===== src/rtl/mtr_ebus_host_if.sv =====
// Command/response handshake between the microcode side and the meter host.
// The master modport is the requester; the slave modport is mtr_ebus_host.
interface mtr_ebus_host_if;
  logic        cmd_valid;
  logic        cmd_ready;
  logic        cmd_read;
  logic [2:0]  cmd_func;
  logic [17:0] cmd_data;
  logic        rsp_valid;
  logic [15:0] rsp_data;
  logic        rsp_err;

  modport master (
    output cmd_valid, cmd_read, cmd_func, cmd_data,
    input  cmd_ready, rsp_valid, rsp_data, rsp_err
  );

  modport slave (
    input  cmd_valid, cmd_read, cmd_func, cmd_data,
    output cmd_ready, rsp_valid, rsp_data, rsp_err
  );
endinterface


===== src/rtl/mtr_ebus_host.sv =====
// EBOX-side initiator for the M8538 meter board: SPEC MTR CTL writes, READ MTR
// reads, and autonomous interrupt service (hold word, then selected counter).
module mtr_ebus_host #(
  parameter int unsigned RD_WAIT  = 3,
  parameter int unsigned WR_HOLD  = 2,
  parameter bit          AUTO_SVC = 1'b1
) (
  input  logic           clk,
  input  logic           RESET_L,
  mtr_ebus_host_if.slave hbus,
  output logic           SPEC_MTR_CTL,
  output logic [2:0]     MAGIC,
  output logic           READ_MTR,
  output logic [2:0]     DIAG,
  output logic           ebus_drive,
  output logic [17:0]    ebus_out,
  input  logic [15:0]    ebus_in,
  input  logic           INTERRUPT_REQ,
  output logic           irq_valid,
  output logic           irq_vector,
  output logic [1:0]     irq_sel,
  output logic [15:0]    irq_data,
  output logic           irq_pending
);

  localparam int unsigned CW = 8;

  typedef enum logic [2:0] {
    S_IDLE, S_WR_SETUP, S_WR_STB, S_WR_HOLD, S_RD_SEL, S_RD_WAIT, S_RD_CAP
  } state_t;

  typedef enum logic [1:0] {TAG_CMD, TAG_IRQ_HOLD, TAG_IRQ_CNT} tag_t;

  state_t        state, state_nxt;
  tag_t          tag, tag_nxt;
  logic [CW-1:0] cnt, cnt_nxt;
  logic [2:0]    diag_q, diag_nxt;
  logic [2:0]    func_q;
  logic [17:0]   data_q;
  logic [15:0]   cap_q;
  logic [1:0]    sel_q;
  logic [1:0]    hold_sel;
  logic          pending;
  logic          accept;
  logic          cap_en;
  logic          sel_en;

  // Hold word: EBUS bit 20 (ebus_in[15]) is the vector flag; INCR_SEL has bit 22 as its MSB.
  assign hold_sel    = {cap_q[13], cap_q[14]};
  assign DIAG        = diag_q;
  assign irq_sel     = sel_q;
  assign irq_pending = pending;

  always_ff @(posedge clk or negedge RESET_L) begin
    if (!RESET_L) begin
      state  <= S_IDLE;
      tag    <= TAG_CMD;
      cnt    <= '0;
      diag_q <= '0;
    end else begin
      state  <= state_nxt;
      tag    <= tag_nxt;
      cnt    <= cnt_nxt;
      diag_q <= diag_nxt;
    end
  end

  always_ff @(posedge clk or negedge RESET_L) begin
    if (!RESET_L) begin
      func_q  <= '0;
      data_q  <= '0;
      cap_q   <= '0;
      sel_q   <= '0;
      pending <= 1'b0;
    end else begin
      if (accept) begin
        func_q <= hbus.cmd_func;
        data_q <= hbus.cmd_data;
      end
      if (cap_en) cap_q <= ebus_in;
      if (sel_en) sel_q <= hold_sel;
      // Clearing wins for one cycle so a still-high request re-arms on the next edge.
      if (irq_valid)          pending <= 1'b0;
      else if (INTERRUPT_REQ) pending <= 1'b1;
    end
  end

  always_comb begin
    state_nxt      = state;
    tag_nxt        = tag;
    cnt_nxt        = cnt;
    diag_nxt       = diag_q;
    accept         = 1'b0;
    cap_en         = 1'b0;
    sel_en         = 1'b0;
    hbus.cmd_ready = 1'b0;
    hbus.rsp_valid = 1'b0;
    hbus.rsp_data  = '0;
    hbus.rsp_err   = 1'b0;
    SPEC_MTR_CTL   = 1'b0;
    MAGIC          = '0;
    READ_MTR       = 1'b0;
    ebus_drive     = 1'b0;
    ebus_out       = '0;
    irq_valid      = 1'b0;
    irq_vector     = 1'b0;
    irq_data       = '0;

    unique case (state)
      S_IDLE: begin
        if (AUTO_SVC && pending) begin
          state_nxt = S_RD_SEL;
          tag_nxt   = TAG_IRQ_HOLD;
          diag_nxt  = 3'd7;
        end else if (hbus.cmd_valid) begin
          hbus.cmd_ready = 1'b1;
          accept         = 1'b1;
          tag_nxt        = TAG_CMD;
          if (hbus.cmd_read) begin
            state_nxt = S_RD_SEL;
            diag_nxt  = hbus.cmd_func;
          end else begin
            state_nxt = S_WR_SETUP;
          end
        end
      end
      S_WR_SETUP: begin
        if (func_q == '0) begin
          hbus.rsp_valid = 1'b1;
          hbus.rsp_err   = 1'b1;
          state_nxt      = S_IDLE;
        end else begin
          ebus_drive = 1'b1;
          ebus_out   = data_q;
          MAGIC      = func_q;
          state_nxt  = S_WR_STB;
        end
      end
      S_WR_STB: begin
        ebus_drive   = 1'b1;
        ebus_out     = data_q;
        MAGIC        = func_q;
        SPEC_MTR_CTL = 1'b1;
        cnt_nxt      = CW'(WR_HOLD - 1);
        state_nxt    = S_WR_HOLD;
      end
      S_WR_HOLD: begin
        ebus_drive = 1'b1;
        ebus_out   = data_q;
        MAGIC      = func_q;
        if (cnt == '0) begin
          hbus.rsp_valid = 1'b1;
          state_nxt      = S_IDLE;
        end else begin
          cnt_nxt = cnt - 1'b1;
        end
      end
      S_RD_SEL: begin
        READ_MTR  = 1'b1;
        cnt_nxt   = CW'(RD_WAIT - 1);
        state_nxt = S_RD_WAIT;
      end
      S_RD_WAIT: begin
        READ_MTR = 1'b1;
        if (cnt == '0) begin
          cap_en    = 1'b1;
          state_nxt = S_RD_CAP;
        end else begin
          cnt_nxt = cnt - 1'b1;
        end
      end
      S_RD_CAP: begin
        state_nxt = S_IDLE;
        unique case (tag)
          TAG_CMD: begin
            hbus.rsp_valid = 1'b1;
            hbus.rsp_data  = cap_q;
          end
          TAG_IRQ_HOLD: begin
            if (cap_q[15]) begin
              irq_valid  = 1'b1;
              irq_vector = 1'b1;
            end else begin
              sel_en    = 1'b1;
              tag_nxt   = TAG_IRQ_CNT;
              diag_nxt  = {1'b0, hold_sel};
              state_nxt = S_RD_SEL;
            end
          end
          TAG_IRQ_CNT: begin
            irq_valid = 1'b1;
            irq_data  = cap_q;
          end
          default: state_nxt = S_IDLE;
        endcase
      end
      default: state_nxt = S_IDLE;
    endcase
  end

endmodule


===== src/flat_wrapper.sv =====
// flat-port wrapper written by rule: the top's interface ports become plain ports
module mtr_ebus_host_flat 
#(
  parameter int unsigned RD_WAIT  = 3,
  parameter int unsigned WR_HOLD  = 2,
  parameter bit          AUTO_SVC = 1'b1
)
  (clk, RESET_L, SPEC_MTR_CTL, MAGIC, READ_MTR, DIAG, ebus_drive, ebus_out, ebus_in, INTERRUPT_REQ, irq_valid, irq_vector, irq_sel, irq_data, irq_pending, hbus_cmd_valid, hbus_cmd_read, hbus_cmd_func, hbus_cmd_data, hbus_cmd_ready, hbus_rsp_valid, hbus_rsp_data, hbus_rsp_err);
  mtr_ebus_host_if hbus_i ();
  input  logic clk;
  input  logic RESET_L;
  output logic SPEC_MTR_CTL;
  output logic [2:0] MAGIC;
  output logic READ_MTR;
  output logic [2:0] DIAG;
  output logic ebus_drive;
  output logic [17:0] ebus_out;
  input  logic [15:0] ebus_in;
  input  logic INTERRUPT_REQ;
  output logic irq_valid;
  output logic irq_vector;
  output logic [1:0] irq_sel;
  output logic [15:0] irq_data;
  output logic irq_pending;
  input wire logic [$bits(hbus_i.cmd_valid)-1:0] hbus_cmd_valid;
  input wire logic [$bits(hbus_i.cmd_read)-1:0] hbus_cmd_read;
  input wire logic [$bits(hbus_i.cmd_func)-1:0] hbus_cmd_func;
  input wire logic [$bits(hbus_i.cmd_data)-1:0] hbus_cmd_data;
  output wire logic [$bits(hbus_i.cmd_ready)-1:0] hbus_cmd_ready;
  output wire logic [$bits(hbus_i.rsp_valid)-1:0] hbus_rsp_valid;
  output wire logic [$bits(hbus_i.rsp_data)-1:0] hbus_rsp_data;
  output wire logic [$bits(hbus_i.rsp_err)-1:0] hbus_rsp_err;
  assign hbus_i.cmd_valid = hbus_cmd_valid;
  assign hbus_i.cmd_read = hbus_cmd_read;
  assign hbus_i.cmd_func = hbus_cmd_func;
  assign hbus_i.cmd_data = hbus_cmd_data;
  assign hbus_cmd_ready = hbus_i.cmd_ready;
  assign hbus_rsp_valid = hbus_i.rsp_valid;
  assign hbus_rsp_data = hbus_i.rsp_data;
  assign hbus_rsp_err = hbus_i.rsp_err;
  mtr_ebus_host #(.RD_WAIT(RD_WAIT), .WR_HOLD(WR_HOLD), .AUTO_SVC(AUTO_SVC)) u_core (.clk(clk), .RESET_L(RESET_L), .hbus(hbus_i), .SPEC_MTR_CTL(SPEC_MTR_CTL), .MAGIC(MAGIC), .READ_MTR(READ_MTR), .DIAG(DIAG), .ebus_drive(ebus_drive), .ebus_out(ebus_out), .ebus_in(ebus_in), .INTERRUPT_REQ(INTERRUPT_REQ), .irq_valid(irq_valid), .irq_vector(irq_vector), .irq_sel(irq_sel), .irq_data(irq_data), .irq_pending(irq_pending));
endmodule

===== config.mk =====
export PLATFORM = sky130hd
export DESIGN_NAME = mtr_ebus_host_flat
export DESIGN_NICKNAME = d
export VERILOG_FILES = /design/src/rtl/mtr_ebus_host_if.sv /design/src/rtl/mtr_ebus_host.sv /design/src/flat_wrapper.sv
export SDC_FILE = /design/constraint.sdc
export NUM_CORES = 1
export LEC_CHECK = 0
export CELL_PAD_IN_SITES_DETAIL_PLACEMENT = 1
export CELL_PAD_IN_SITES_GLOBAL_PLACEMENT = 2
export CORE_MARGIN = 2
export CORE_UTILIZATION = 27
export CTS_CLUSTER_DIAMETER = 120
export DETAILED_ROUTE_END_ITERATION = 10
export HOLD_SLACK_MARGIN = 0.15
export PLACE_DENSITY = 0.88
export REMOVE_ABC_BUFFERS = 1
export SLEW_MARGIN = 20
export SYNTH_ARGS = -nofsm -noshare
export SYNTH_HDL_FRONTEND = slang
export SYNTH_SLANG_ARGS = --single-unit

===== constraint.sdc =====
create_clock -name clk -period 2.47 [get_ports clk]
set_input_delay 0.494 -clock clk [delete_from_list [all_inputs] [get_ports clk]]
set_output_delay 0.494 -clock clk [all_outputs]
set_load 0.005 [all_outputs]

Yosys cells after proc, flatten, opt, wreduce, memory -nomap -nowiden
Cells that the tools add are included.
Operators by class
  reduce and logical (&&, ||, !) cells: 14
  bitwise operators: 0
  shift operators: 0
  divide/modulo/power cells: 0
  eq/ne operators: 15
  $lt $le $gt $ge: 0
  mux-type cells: 53
  multipliers: 0
  $add $sub $neg: 1
Operator list (count)
  $mux 16: 4
  $mux 3: 13
  $pmux 18 s2: 1
  $pmux 8 s3: 1
  $pmux 3 s7: 1
  $mux 1: 20
  $mux 18: 1
  $pmux 3 s2: 2
  $mux 2: 5
  $eq 3x3->1 const B: 3
  $logic_not 8->1: 1
  $mux 8: 1
  $sub 8x1->8 const B: 1
  $eq 3x2->1 const B: 2
  $logic_not 3->1: 2
  $ne 2x1->1 const B: 3
  $ne 3x2->1 const B: 2
  $reduce_or 2->1: 3
  $reduce_and 5->1: 1
  $ne 2x2->1 const B: 2
  $pmux 1 s2: 2
  $pmux 2 s2: 1
  $reduce_and 4->1: 1
  $reduce_bool 2->1: 2
  other kinds (8): 8
Word-level totals
  register bits: 56
  latch bits: 0
  memories: 0
  bits in read-only memories: 0
  RAM bits: 0
  output and inout port bits: 67

Logic depth before layout (Yosys ltp)
Gate-level depths: netlist of run 1.
  depth after elaboration: 4
  depth in mapped cells: 6
  gate-level depth less buffers: 6

Worst setup path after synthesis of run 1
No wires, ideal clock.
  path type: reg-to-output
  start: register u_core.cnt[0]
  end: output port hbus_rsp_valid
  arrival: 1.398 ns
  path buffers: 0
  stages on the path, launching flop included: 7
  slack: 0.578 ns
  required time: 1.976 ns
  cell sequence: dfrtp_1 inv_1 ha_1 nor3b_2 nand2_1 o22ai_1 a21o_1
On the way
  cells in the longest elaborated chain, start to end: 3
Ends and longest elaborated chain
  from (decl): RTL line mtr_ebus_host.sv:36  | logic [CW-1:0] cnt, cnt_nxt;
  from (signal assigned): RTL line mtr_ebus_host.sv:63  | cnt <= cnt_nxt;
  $logic_not 8->1: RTL line mtr_ebus_host.sv:151  | if (cnt == '0) begin
  $mux 1: RTL line mtr_ebus_host.sv:151
  $pmux 1 s3: RTL line mtr_ebus_host.sv:109  | unique case (state)
  to (decl): RTL line flat_wrapper.sv:30  | output wire logic [$bits(hbus_i.rsp_valid)-1:0] hbus_rsp_valid;
No other way between the ends.

Worst setup path after layout of run 1
  start: register u_core.state[0]
  end: output port hbus_rsp_data[8]
On the way
  cells in the longest elaborated chain, start to end: 2
Ends and longest elaborated chain
  from (decl): RTL line mtr_ebus_host.sv:34  | state_t state, state_nxt;
  from (signal assigned): RTL line mtr_ebus_host.sv:61  | state <= state_nxt;
  $eq 3x3->1: RTL line mtr_ebus_host.sv:109
  $mux 16: RTL line mtr_ebus_host.sv:109
  to (decl): RTL line flat_wrapper.sv:31  | output wire logic [$bits(hbus_i.rsp_data)-1:0] hbus_rsp_data;
No other way between the ends.

==> insert_results.sql, run 1 <==
INSERT INTO impl_metrics (metric_group, metric, value, unit) VALUES
('synth', 'synth_cell_types', '52', ''),
('cts', 'htree_levels', '2', ''),
('setup_path', 'worstSetupPathType', 'register to primary output', ''),
('layout', 'layout.filler_cells', '1202', ''),
('setup_path', 'cp-startpoint', 'u_core.state[0]', ''),
('place', 'gp_congestion', '0.7647', ''),
('global_route', 'grt_first_pass_wirelength', '14830', 'µm'),
('synth', 'synth_top_family_by_area', 'simple AND/OR/NAND/NOR gates', ''),
('global_route', 'grt_antenna_before_repair', '0', ''),
('sta', 'post_route_minimum_period', '2412', 'ps'),
('synth', 'dominantRegCellSynth', 'dfrtp_1', ''),
('run_status', 'run_status', 'finished, final reports clean', ''),
('place', 'place_area', '0.004358', 'mm²'),
('power', 'totalPowerFinal', '4.766', 'mW'),
('layout', 'sequential_cell_area', '0.001403', 'mm²'),
('hold_path', 'start_point_of_the_worst_hold_path', 'u_core.data_q[4]', ''),
('place', 'dp_hpwl', '6403', 'µm'),
('global_route', 'grt_start_max_net_pins', '44', ''),
('cts', 'clock-root-buffer', 'clkbuf_8', ''),
('flow_run', 'max_cap_violations', '0', ''),
('power', 'p_per_area', '1002', 'mW/mm²'),
('synth', 'yosys.area.top_type_share', '46.34', '%'),
('power', 'total_leakage_power', '2.464', 'nW'),
('synth', 'ys_ff_latch', '56', ''),
('cts', 'cts-buffers-inserted', '5', ''),
('sta', 'final-hold-violation-count', '0', ''),
('layout', 'insertedDiodeCount', '0', ''),
('route', 'drt_total_wl', '9386', 'µm'),
('layout', 'final_core_util', '43.67', '%'),
('synth', 'post_synthesis_compound_gate_area_fraction', '7.447', '%'),
('synth', 'syn_area', '0.003024', 'mm²'),
('setup_path', 'startpoint_type', 'register', ''),
('floorplanning', 'rows', '38', ''),
('sta', 'final_max_slew_viols', '0', ''),
('route', 'detailed_route_drc_error_count', '0', ''),
('synth', 'synth_simple_gate_area_share', '22.01', '%'),
('route', 'drt_iter0_markers', '115', ''),
('layout', 'number_of_nets_at_the_end_of_the_flow', '455', ''),
('cts', 'clk-insertion-delay-late', '320', 'ps'),
('setup_path', 'r2r-start', 'u_core.state[2]', ''),
('sta', 'setup_viol_count_final', '0', ''),
('synth', 'yosysSeqAreaShare', '46.34', '%'),
('synth', 'synthCells', '273', ''),
('synth', 'asyncSetResetFlopFracSynth', '100.0', '%'),
('cts', 'cts_tree', 'built', ''),
('synth', 'synth.mux.area_fraction', '17.83', '%'),
('sta', 'timing.slew.headroom', '71.49', '%'),
('route', 'route.vias.total', '2646', ''),
('setup_path', 'critPathArrivalTime', '1920', 'ps'),
('floorplanning', 'dieHeight', '109.8', 'µm'),
('synth', 'synth.area.top_cells', 'dfrtp_1 46%, mux2_2 12%, and3_1 6.8%, mux2_4 5.0%, and2_1 3.9%', ''),
('sta', 'fmaxAchievable', '0.4146', 'GHz'),
('route', 'route.detailed.wl_per_inst', '17.10', 'µm'),
('synth', 'synth-warning-count', '0', ''),
('layout', 'syn2layout_area_growth', '57.22', '%'),
('sta', 'worstMarginPinSlew', '426.8', 'ps'),
('sta', 'worst_clock_skew', '8.128', 'ps'),
('floorplanning', 'start_util', '27.78', '%'),
('cts', 'tritoncts_num_sinks', '56', ''),
('global_route', 'grt_pass1_vias', '2870', ''),
('layout', 'post_route_cells_drive_above_1_share', '26.16', '%'),
('synth', 'adder_cell_fraction_of_synth_area', '2.069', '%'),
('cts', 'clkTransAtPathRegs', '110', 'ps'),
('synth', 'post_synth_xor_area_fraction', '0.5792', '%'),
('synth', 'synth-edff-count', '0', ''),
('hold_path', 'timing.hold.worst.class', 'register to register', ''),
('setup_path', 'regToRegSetupSlack', '370', 'ps'),
('synth', 'yosys.area.top_type', 'dfrtp_1', ''),
('sta', 'hold_ws', '507.2', 'ps'),
('route', 'detail-route-antenna-nets', '0', ''),
('floorplanning', 'fp.dieArea', '0.01206', 'mm²');
-- synthesized netlist by cell type (2+ instances only) --
cell and instances:
a21o_1 2, ha_1 5, a21boi_1 2, inv_1 10, mux2i_1 4, mux2_4 10
nand2_1 15, a21oi_1 6, clkbuf_1 9, nand3_1 4, o21ai_0 6, and2_1 19
nor2_1 11, o211a_1 2, or3_1 2, dfrtp_1 56, o21a_1 2, mux2_2 31
buf_4 2, and3_1 33, nor3b_1 7, buf_2 3, nor3_1 3
-- layer usage --
layer  vias up  track usage (%)  wire, µm
met1      1310            18.84      3922
met4         0            3.707        87
li1       1240                -         -
met2        86            28.09      4702
met3        10            4.564       674
met5         -                0         0
-- state kept, by name, summed over array words and instances (netlist names) --
| register | cells |
|---|---|
| u_core.irq_pending | 1 |
| u_core.func_q | 3 |
| u_core.cnt | 8 |
| u_core.irq_sel | 2 |
| u_core.state | 3 |
| u_core.tag | 2 |
| u_core.DIAG | 3 |
| u_core.data_q | 18 |
| u_core.cap_q | 16 |
-- repair_timing --
action,in CTS,in global routing
hold buffers,1,0
pin swaps,4,2
gates resized for setup,70,12
gates cloned,3,0
setup buffers,12,3
setup endpoints to repair,56,13
endpoints found under the hold margin,13,0
-- per-stage QoR --
step                      cells  setup slack [ps]  TNS [ps]
final                       549             57.85         0
after global routing        549            -14.19    -35.51
after CTS                   546             9.979         0
after detailed placement    522            -41.96    -555.2
after global placement      522             9.582         0
after floorplan             258             168.8         0
-- where the power goes --
| group | switching (mW) | internal, mW | leakage, nW | total [mW] |
|---|---|---|---|---|
| Clock | 0.328 | 0.306 | 0.0548 | 0.634 |
| Sequential | 0.290 | 1.30 | 0.697 | 1.59 |
| Combinational | 1.15 | 1.39 | 1.71 | 2.54 |
| Total | 1.77 | 3.00 | 2.46 | 4.77 |
-- cell usage in the layout, fill, tap and decap left out, types with 2 or more instances in the layout --
cell / synthesis / layout
a21oi_1: 6 / 5
dfrtp_1: 56 / 55
nand2_2: 1 / 2
and3_1: 33 / 33
nand2_1: 15 / 14
nand3_1: 4 / 4
dlymetal6s2s_1: 0 / 4
ha_1: 5 / 2
o21ai_0: 6 / 6
nor3b_1: 7 / 6
o211a_1: 2 / 2
nor2_1: 11 / 8
o21a_1: 2 / 2
nor2_4: 0 / 2
a21boi_1: 2 / 2
ha_2: 0 / 2
inv_1: 10 / 7
dlygate4sd2_1: 0 / 46
buf_16: 0 / 2
mux2_4: 10 / 10
buf_4: 2 / 23
buf_6: 1 / 4
a21o_1: 2 / 2
clkdlybuf4s50_1: 0 / 57
inv_2: 0 / 3
and2_1: 19 / 19
clkbuf_8: 0 / 5
nor4_4: 1 / 2
buf_12: 0 / 4
mux2i_1: 4 / 4
mux2_2: 31 / 31
-- worst max-delay path, cell delays in order (launching register included) --
cell	delay, ps
dfrtp_1	430
buf_12	170
nor2_4	200
buf_16	140
and3_1	150
clkdlybuf4s50_1	500
-- path summary, 6_finish.rpt --
check / end / cells after the start
min in group asynchronous: u_core.cap_q[10] / 2
setup / recovery: hbus_rsp_data[8] / 5
setup reg to reg: u_core.cnt[4] / 6
hold reg to reg: u_core.data_q[4] / 1
hold / removal: u_core.data_q[4] / 1
max in group asynchronous: u_core.state[2] / 3
-- area by class of cell --
| type | instances | share of cell area (%) |
|---|---|---|
| Timing Repair Buffer | 143 | 29.95 |
| Clock inverter | 3 | 0.9737 |
| Inverter | 10 | 0.7895 |
| Clock buffer | 5 | 1.447 |
| Tap cell | 140 | 3.684 |
| Multi-Input combinational cell | 192 | 33.66 |
| Sequential cell | 56 | 29.50 |
-- logic make-up (layout without fill, tap and decap cells) --
logic type	after synthesis	count (layout)
multiplexers	45	45
flip-flops	56	56
adder cells (fa/ha/maj)	5	5
AO/OA/AOI/OAI	32	32
AND/OR/NAND/NOR	108	108
buffers and inverters	25	161
XOR/XNOR	2	2
Note: power is estimated with default switching activity, not from simulation.
==> inputs of run 2 (changes only) <==
--- a/config.mk
+++ b/config.mk
@@ -7,14 +7,14 @@
 export LEC_CHECK = 0
 export CELL_PAD_IN_SITES_DETAIL_PLACEMENT = 1
 export CELL_PAD_IN_SITES_GLOBAL_PLACEMENT = 2
-export CORE_MARGIN = 2
 export CORE_UTILIZATION = 27
 export CTS_CLUSTER_DIAMETER = 120
 export DETAILED_ROUTE_END_ITERATION = 10
 export HOLD_SLACK_MARGIN = 0.15
-export PLACE_DENSITY = 0.88
+export PLACE_DENSITY_LB_ADDON = 0.1
 export REMOVE_ABC_BUFFERS = 1
 export SLEW_MARGIN = 20
 export SYNTH_ARGS = -nofsm -noshare
 export SYNTH_HDL_FRONTEND = slang
 export SYNTH_SLANG_ARGS = --single-unit
+export TNS_END_PERCENT = 20
==> run 2 against run 1 <==
Largest cell class unchanged. Largest power group unchanged. Hold slack got worse by 360 ps. Register-to-register slack better by 100 ps. First-iteration DRC count down 43%. Global-route usage decreased by 0.13 points. Combinational power shrank 6%. Sequential share of layout area shrank 0.19 points. Power down 4.5%. Die area decreased by 3.6%. Cell count rose by 0.55%. Highest routed layer unchanged. Clock-buffer cell count stayed put. Core utilization increased by 0.36 points. Clock skew up 1.9 ps.
==> insert_results.sql, run 2 (synthesis gave the netlist of run 1 again) <==
INSERT INTO impl_metrics (metric_group, metric, value, unit) VALUES
('run_status', 'run_status', 'finished, final reports clean', ''),
('setup_path', 'path_max_fanout', '16', ''),
('setup_path', 'critPathArrivalTime', '1940', 'ps'),
('layout', 'max_flop_register', 'u_core.data_q', ''),
('global_route', 'grt_remaining_overflow', '0', ''),
('setup_path', 'regToRegSetupSlack', '470', 'ps'),
('setup_path', 'crit_path_top_delay_cell', 'clkdlybuf4s50_1', ''),
('setup_path', 'cp-end-kind', 'primary output', ''),
('floorplanning', 'dieHeight', '107.8', 'µm'),
('route', 'detailed_route_drc_error_count', '0', ''),
('setup_path', 'crit_family', 'buffers and inverters', ''),
('setup_path', 'path_depth', '6', ''),
('power', 'p_per_area', '949.9', 'mW/mm²'),
('setup_path', 'worstPathCellList', 'nand2_4 > nor2_4 > buf_12 > clkbuf_16 > and3_1 > clkdlybuf4s50_1', ''),
('cts', 'tritoncts_num_sinks', '56', ''),
('cts', 'cts_tree', 'built', ''),
('cts', 'htree_levels', '2', ''),
('global_route', 'grt_pass1_vias', '2696', ''),
('layout', 'largest_reg_flops', '18', ''),
('layout', 'number_of_nets_at_the_end_of_the_flow', '458', ''),
('setup_path', 'worstSetupPathType', 'register to primary output', ''),
('cts', 'cts-buffers-inserted', '5', ''),
('setup_path', 'r2r-start', 'u_core.state[1]', ''),
('layout', 'post_route_cells_drive_above_1_share', '27.18', '%'),
('sta', 'worstMarginPinSlew', '416.6', 'ps'),
('power', 'vdd_drop_max', '0.3268', 'mV'),
('setup_path', 'worst_setup_path_endpoint', 'hbus_rsp_data[6]', ''),
('layout', 'final_core_util', '44.02', '%'),
('setup_path', 'cp-startpoint', 'u_core.state[1]', ''),
('flow_run', 'max_cap_violations', '0', ''),
('place', 'place.port_buffers', '108', ''),
('layout', 'syn2layout_area_growth', '58.50', '%'),
('setup_path', 'startpoint_type', 'register', ''),
('cts', 'clk_path_buf_depth', '2', ''),
('global_route', 'grt_start_max_net_pins', '57', ''),
('power', 'total_leakage_power', '2.786', 'nW'),
('sta', 'fmaxAchievable', '0.4112', 'GHz'),
('setup_path', 'ff2ff_path_depth', '5', ''),
('layout', 'insertedDiodeCount', '0', ''),
('place', 'dp_hpwl', '6242', 'µm'),
('route', 'first_pass_iters', '4', ''),
('global_route', 'grt_antenna_before_repair', '0', ''),
('route', 'route.detailed.wl_per_inst', '17.12', 'µm'),
('place', 'gp_congestion', '0.7654', ''),
('route', 'drt_iter0_markers', '65', ''),
('sta', 'final-hold-violation-count', '0', ''),
('setup_path', 'cp_data_required_time', '1980', 'ps'),
('global_route', 'global_route.usage.total', '15.72', '%'),
('floorplanning', 'placeableCoreArea', '0.01089', 'mm²'),
('floorplanning', 'fp.dieArea', '0.01163', 'mm²'),
('setup_path', 'critPathMaxStageDelay', '490', 'ps'),
('sta', 'grt_setup_unrepaired', 'yes', ''),
('setup_path', 'crit-reg2reg-capture', 'u_core.cap_q[10]', ''),
('route', 'avgViaCountPerCell', '4.745', ''),
('global_route', 'grt_first_pass_wirelength', '14150', 'µm'),
('place', 'placedCellCount', '525', ''),
('sta', 'setup_viol_count_final', '0', ''),
('hold_path', 'timing.hold.worst.class', 'input pin to asynchronous set/reset pin', ''),
('floorplanning', 'ios', '109', ''),
('cts', 'clock-root-buffer', 'clkbuf_8', ''),
('sta', 'timing.slew.headroom', '72.17', '%'),
('layout', 'mostFrequentLayoutCells', '59 x clkdlybuf4s50_1, 53 x dfrtp_1, 33 x and3_1', ''),
('layout', 'reg_top3', 'u_core.data_q (18), u_core.cap_q (16), u_core.cnt (8)', ''),
('layout', 'mostFrequentLayoutCell', 'clkdlybuf4s50_1', ''),
('sta', 'share_of_the_clock_period_used_by_the_worst_path_after_layout', '98.46', '%'),
('layout', 'post_layout_nonfiller_instances', '552', ''),
('setup_path', 'worst-path-buf-inv', '3', ''),
('sta', 'worst_clock_skew', '10.04', 'ps'),
('sta', 'post_route_minimum_period', '2432', 'ps'),
('floorplanning', 'start_util', '27.78', '%'),
('route', 'drt_total_wl', '9450', 'µm'),
('route', 'route.vias.total', '2619', ''),
('route', 'detail-route-antenna-nets', '0', ''),
('floorplanning', 'die-width', '107.8', 'µm'),
('cts', 'clk-insertion-delay-late', '330', 'ps'),
('sta', 'final_max_slew_viols', '0', ''),
('cts', 'clkTransAtPathRegs', '100', 'ps'),
('floorplanning', 'rows', '38', '');
run 2: cell types whose count changed in the layout (fill, tap and decap cells not counted), moves of 3 or more:
cell and change:
dlymetal6s2s_1 +26, clkbuf_16 +3, dlygate4sd2_1 -30, buf_4 +5
run 2: metrics by stage:
step | hold slack, ps | cell area [µm²] | worst slack [ps] | setup TNS [ps] | total power [mW]
floorplan | 198.4 | 2949 | 168.8 | 0 | 2.714
global placement | 479.4 | 4368 | 165.8 | 0 | 3.605
detailed placement | 487.5 | 4368 | 156.4 | 0 | 3.671
CTS | 161.6 | 4512 | -109.4 | -205.9 | 4.321
global route | 163.1 | 4793 | -37.88 | -397.7 | 4.885
finish | 145.0 | 4793 | 38.01 | 0 | 4.553
run 2: cell type report:
cell class,instances,area (µm²)
Clock buffer,5,68.82
Clock inverter,3,23.77
Fill cell,1199,6095
Inverter,10,37.54
Multi-Input combinational cell,192,1574
Sequential cell,56,1405
Tap cell,140,175.2
Timing Repair Buffer,146,1509
run 2: layer usage:
layer | up-vias | routed length (µm) | track usage (%)
met1 | 1321 | 4339 | 20.62
met3 | 7 | 295 | 2.906
li1 | 1244 | - | -
met4 | 0 | 108 | 4.990
met5 | - | 0 | 0
met2 | 47 | 4707 | 26.01
run 2: worst min-delay path by stage:
stage          slack [ps]                end  cells past startpoint         startpoint
6_report              150   u_core.data_q[3]                      2            RESET_L
5_1_grt               160   u_core.data_q[3]                      2            RESET_L
4_1_cts               160  u_core.data_q[11]                      2            RESET_L
3_5_place_dp          490   u_core.data_q[6]                      1   u_core.data_q[6]
3_3_place_gp          480  u_core.data_q[17]                      1  u_core.data_q[17]
2_1_floorplan         200     u_core.DIAG[0]                      0            RESET_L
run 2: what timing repair did:
item / 4_1_cts / 5_1_grt
setup endpoints to repair: 58 / 47
buffers inserted: 4 / 10
hold buffers: 0 / 0
pin swaps: 0 / 5
resized for setup: 30 / 47
gates cloned: 0 / 5
run 2: where the power goes:
| group | total (mW) | internal [mW] | switching (mW) |
|---|---|---|---|
| Sequential | 1.62 | 1.30 | 0.323 |
| Combinational | 2.39 | 1.34 | 1.06 |
| Clock | 0.535 | 0.202 | 0.333 |
run 2: worst register-to-register path, stage by stage, from the launching register on:
cell     delay (ps)
dfrtp_2         470
buf_4           170
nor2b_1         280
buf_4           190
nand4_4         350
mux2_4          440
